===== src/rtl/keypad_emulator.sv =====
// Emulates a 4x4 key matrix: queued key codes are pressed one at a time for
// HOLD_CYCLES, released for GAP_CYCLES, and answered on the column lines.
module keypad_emulator #(
  parameter int HOLD_CYCLES = 16,
  parameter int GAP_CYCLES  = 8,
  parameter int FIFO_DEPTH  = 4
) (
  input  logic                          clk,
  input  logic                          rst_n,
  input  logic [3:0]                    key_code,
  input  logic                          key_valid,
  output logic                          key_ready,
  input  logic                          flush,
  input  logic [3:0]                    rows_in,
  output logic [3:0]                    cols_out,
  output logic                          pressed,
  output logic [3:0]                    cur_key,
  output logic                          busy,
  output logic [$clog2(FIFO_DEPTH):0]   fifo_count
);

  localparam int PTR_W = $clog2(FIFO_DEPTH);
  localparam int CNT_W = PTR_W + 1;

  typedef enum logic [1:0] {
    IDLE  = 2'd0,
    PRESS = 2'd1,
    GAP   = 2'd2
  } state_t;

  state_t             state_q, next_state;
  logic [15:0]        cnt_q, cnt_d;
  logic [3:0]         cur_key_q;
  logic [3:0]         mem [FIFO_DEPTH];
  logic [PTR_W-1:0]   wr_ptr_q, rd_ptr_q;
  logic [CNT_W-1:0]   count_q;
  logic               push, pop;

  assign key_ready  = (count_q != CNT_W'(FIFO_DEPTH));
  assign push       = key_valid & key_ready & ~flush;
  assign pressed    = (state_q == PRESS);
  assign busy       = (state_q != IDLE) || (count_q != '0);
  assign cur_key    = cur_key_q;
  assign fifo_count = count_q;

  // Pointers wrap naturally because FIFO_DEPTH is a power of two.
  always_ff @(posedge clk or negedge rst_n) begin
    if (!rst_n) begin
      wr_ptr_q <= '0;
      rd_ptr_q <= '0;
      count_q  <= '0;
    end else if (flush) begin
      wr_ptr_q <= '0;
      rd_ptr_q <= '0;
      count_q  <= '0;
    end else begin
      if (push) wr_ptr_q <= wr_ptr_q + PTR_W'(1);
      if (pop)  rd_ptr_q <= rd_ptr_q + PTR_W'(1);
      case ({push, pop})
        2'b10:   count_q <= count_q + CNT_W'(1);
        2'b01:   count_q <= count_q - CNT_W'(1);
        default: count_q <= count_q;
      endcase
    end
  end

  always_ff @(posedge clk) begin
    if (push) mem[wr_ptr_q] <= key_code;
  end

  always_ff @(posedge clk or negedge rst_n) begin
    if (!rst_n) begin
      state_q   <= IDLE;
      cnt_q     <= '0;
      cur_key_q <= '0;
    end else begin
      state_q <= next_state;
      cnt_q   <= cnt_d;
      if (pop) cur_key_q <= mem[rd_ptr_q];
    end
  end

  // A single down-counter times both the hold and the release gap.
  always_comb begin
    next_state = state_q;
    cnt_d      = cnt_q;
    pop        = 1'b0;
    if (flush) begin
      next_state = IDLE;
      cnt_d      = '0;
    end else begin
      case (state_q)
        IDLE: begin
          if (count_q != '0) begin
            pop        = 1'b1;
            cnt_d      = 16'(HOLD_CYCLES - 1);
            next_state = PRESS;
          end
        end
        PRESS: begin
          if (cnt_q == '0) begin
            cnt_d      = 16'(GAP_CYCLES - 1);
            next_state = GAP;
          end else begin
            cnt_d = cnt_q - 16'd1;
          end
        end
        GAP: begin
          if (cnt_q == '0) next_state = IDLE;
          else             cnt_d = cnt_q - 16'd1;
        end
        default: next_state = IDLE;
      endcase
    end
  end

  // Unregistered so the scanner sees the column within its own strobe cycle.
  always_comb begin
    cols_out = 4'hF;
    if (pressed && !rows_in[cur_key_q[3:2]]) cols_out[cur_key_q[1:0]] = 1'b0;
  end

endmodule


===== config.mk =====
export PLATFORM = sky130hd
export DESIGN_NAME = keypad_emulator
export DESIGN_NICKNAME = d
export VERILOG_FILES = /design/src/rtl/keypad_emulator.sv
export SDC_FILE = /design/constraint.sdc
export NUM_CORES = 1
export LEC_CHECK = 0
export CORE_ASPECT_RATIO = 1.5
export CORE_MARGIN = 1.5
export CORE_UTILIZATION = 56
export CTS_CLUSTER_SIZE = 8
export DETAILED_ROUTE_END_ITERATION = 7
export PLACE_DENSITY = 0.84
export SLEW_MARGIN = 30
export SYNTH_ARGS = -nofsm -noshare
export SYNTH_HDL_FRONTEND = slang
export SYNTH_SLANG_ARGS = --single-unit

===== constraint.sdc =====
create_clock -name clk -period 3.45 [get_ports clk]
set_input_delay 1.035 -clock clk [delete_from_list [all_inputs] [get_ports clk]]
set_output_delay 1.035 -clock clk [all_outputs]
set_load 0.05 [all_outputs]

==> qor.yml <==
hp-class: "flip-flop to flip-flop"
syn_to_final_growth_pct: 17.9
yosysWarnings: 0
hold_buffers: 0
die-width_um: 56.8
fillCellCount: 318
htreeDepth: 2
globalplace.congestion: 0.853
cts.sinks: 45
p_per_area_nw_per_um2: 753
async_flop_share_pct: 64.4
finalMaxSlewViolations: 0
synth-edff-count: 16
cts_inserted_buffers: 5
yosysTopAreaCell: "dfrtp_1"
syn_nets: 235
cts_resized: 6
yosys-top-cells-area: "dfrtp_1, edfxtp_1, mux4_2"
final_cell_area_um2: 2860
syn_inst: 214
avgSynthCellArea_um2: 11.3
die-area_um2: 4750
fin_util_pct: 68.0
grt_pass1_vias: 1808
netlist.area_leader.share_pct: 29.9
finalCriticalPeriod_ns: 3.30
clk_pin_slew_ns: 0.09
critPathRequiredTime_ns: 2.41
drive_gt1_share_pct: 17.1
ir_drop_uv: 633
setup_viol: 0
post-route-period-util_pct: 95.7
syn_area_um2: 2430
start_util_pct: 57.7
cp_top_family: "multiplexers"
synth_compound_area_share_pct: 14.4
grt_antenna_before_repair: 0
worstSetupStartpointType: "input port"
insertion_delay_ns: 0.30
drcViolationCount: 0
antenna_left: 0
drt-initial-drc-count: 98
critPathKind: "input port to primary output"
synth_ff_type: "dfrtp_1"
core_area_um2: 4210
cts_tree: "done"
p_leak_nw: 1.16
yosys.area_share.simple_pct: 19.2
place_area_um2: 2740
firstDrtPassIters: 4
worstSetupEndpointType: "primary output"
worst-path-buf-inv: 2
fin_skew_ns: 0.00695
grt-ovfl-total: 0
finalSetupTns_ns: 0
cp_cell_sequence: "dlygate4sd2_1, mux4_2, nor2b_1, nor2b_2, nand2_1, buf_6"
die_h_um: 83.7
drv_cap: 0
hold_violations: 0
fp-row-count: 29
ys_types: 56
crit_fanout: 2
synth-adder-area-share_pct: 4.95
wl_per_cell_um: 17.1
power_mw: 2.16
ys_seq_area_share_pct: 49.7
worst_slack_ns: 0.150
max_stage_delay_ns: 0.45
synth_top_family_by_area: "simple AND/OR/NAND/NOR gates"
wl_mm: 4.99
final_nets: 265
pre_cts_ws_ns: -0.101
synth_xor_area_share_pct: 1.80
cts_root_buf: "clkbuf_8"
antennaDiodeCount: 0
grt_max_degree: 30
place_hpwl_mm: 3.62
rsz0062_at_grt: "false"
grt_usage_pct: 22.1
cts.path.max_buffers: 2
status: "complete, no violations"
maxSlewHeadroom_pct: 40.5
fmax_mhz: 303
synth_mux_area_share_pct: 7.32
ys_seq_elements: 45
cpMaxStageDelayCell: "mux4_2"
io_pins: 26
worst_pin_slew_ns: 0.885
vias_per_cell: 6.17
vias: 1795
portBuffers: 25
post_cts_buffers: 0
grt_pass1_wl_mm: 8.20
cp.arrival_ns: 2.27
==> synthesized netlist by cell type (3+ instances only) <==
library cell,n
nor2_1,14
o21a_1,3
clkbuf_1,4
mux2_2,4
and2_1,5
o31ai_1,8
a21oi_1,13
edfxtp_1,16
xnor2_1,4
nand3_1,10
or3_1,4
o21ai_0,9
mux4_2,5
buf_2,5
nand2_1,12
ha_1,8
dfrtp_1,29
nor2b_1,4
and3_1,3
inv_1,7
nand3b_1,3
a31oi_1,3
==> per-layer routing <==
layer	vias up	track usage (%)	wire length, um
met2	41	43.0	2880
met5	-	0	0
li1	869	-	-
met3	5	3.88	159
met4	0	4.86	47
met1	880	24.2	1900
==> flip-flops by register name, indices dropped and copies added, names as in the netlist <==
name / count
rd_ptr_q: 2
mem: 16
fifo_count: 3
wr_ptr_q: 2
cur_key: 4
cnt_q: 16
state_q: 2
==> path summary, 6_finish.rpt <==
check	cells after the start	to	slack, ns	start
worst max register to register	12	fifo_count[2]	0.80	state_q[1]
max in group asynchronous	2	wr_ptr_q[0]	2.05	rst_n
min in group asynchronous	2	cnt_q[7]	1.12	rst_n
worst min register to register	1	cnt_q[14]	0.53	cnt_q[14]
worst min-delay path	1	cnt_q[14]	0.53	cnt_q[14]
worst max-delay path	6	cols_out[1]	0.15	rows_in[2]
==> cells by family (layout without fill, tap and decap cells) <==
family / after synthesis / after routing
AOI/OAI and AO/OA: 51 / 51
xor gates and xnor gates: 5 / 5
adders and majority gates: 9 / 9
buffers and inverters: 16 / 47
DFF: 45 / 45
muxes: 11 / 11
and+or+nand+nor: 77 / 77
==> placed cells by master (no fill, tap or decap), types with 4 or more instances in the layout <==
cell             synthesis  final
clkbuf_8                 0      5
o31ai_1                  8      8
nor2_1                  14     14
mux4_2                   5      5
mux2_2                   4      4
xnor2_1                  4      4
o21ai_0                  9      9
a21oi_1                 13     13
nand3_1                 10     10
inv_1                    7      7
ha_1                     8      8
nand2_1                 12     12
dfrtp_1                 29     29
clkdlybuf4s50_1          0     17
and2_1                   5      5
edfxtp_1                16     16
or3_1                    4      4
buf_4                    0      9
==> cell type report <==
cell class                      instances  area [um2]  share of cell area (%)
Clock buffer                            5        68.8                    2.40
Tap cell                               46        57.6                    2.01
Inverter                                7        26.3                   0.918
Timing Repair Buffer                   32         299                    10.4
Clock inverter                          3        46.3                    1.62
Multi-Input combinational cell        153        1160                    40.5
Sequential cell                        45        1210                    42.1
==> worst reg2reg max path, delay by kind of cell, from the launching register on <==
kind | cells | cell delay (ns)
compound gates | 4 | 0.50
fa+ha+maj | 2 | 0.60
buf+inv | 2 | 0.24
flops | 1 | 0.40
simple gates | 4 | 0.84
==> report_power, final <==
part           internal, mW  switching [mW]
logic                 0.405           0.592
registers             0.637           0.123
clock network         0.217           0.183
total                  1.26           0.898
==> per-stage QoR <==
stage / hold slack (ns) / instances
finish: 0.533 / 291
global route: 0.565 / 291
CTS: 0.534 / 291
detailed placement: 0.522 / 283
global placement: 0.519 / 283
floorplan: 0.461 / 214
Power figures use the tool's default switching activity.
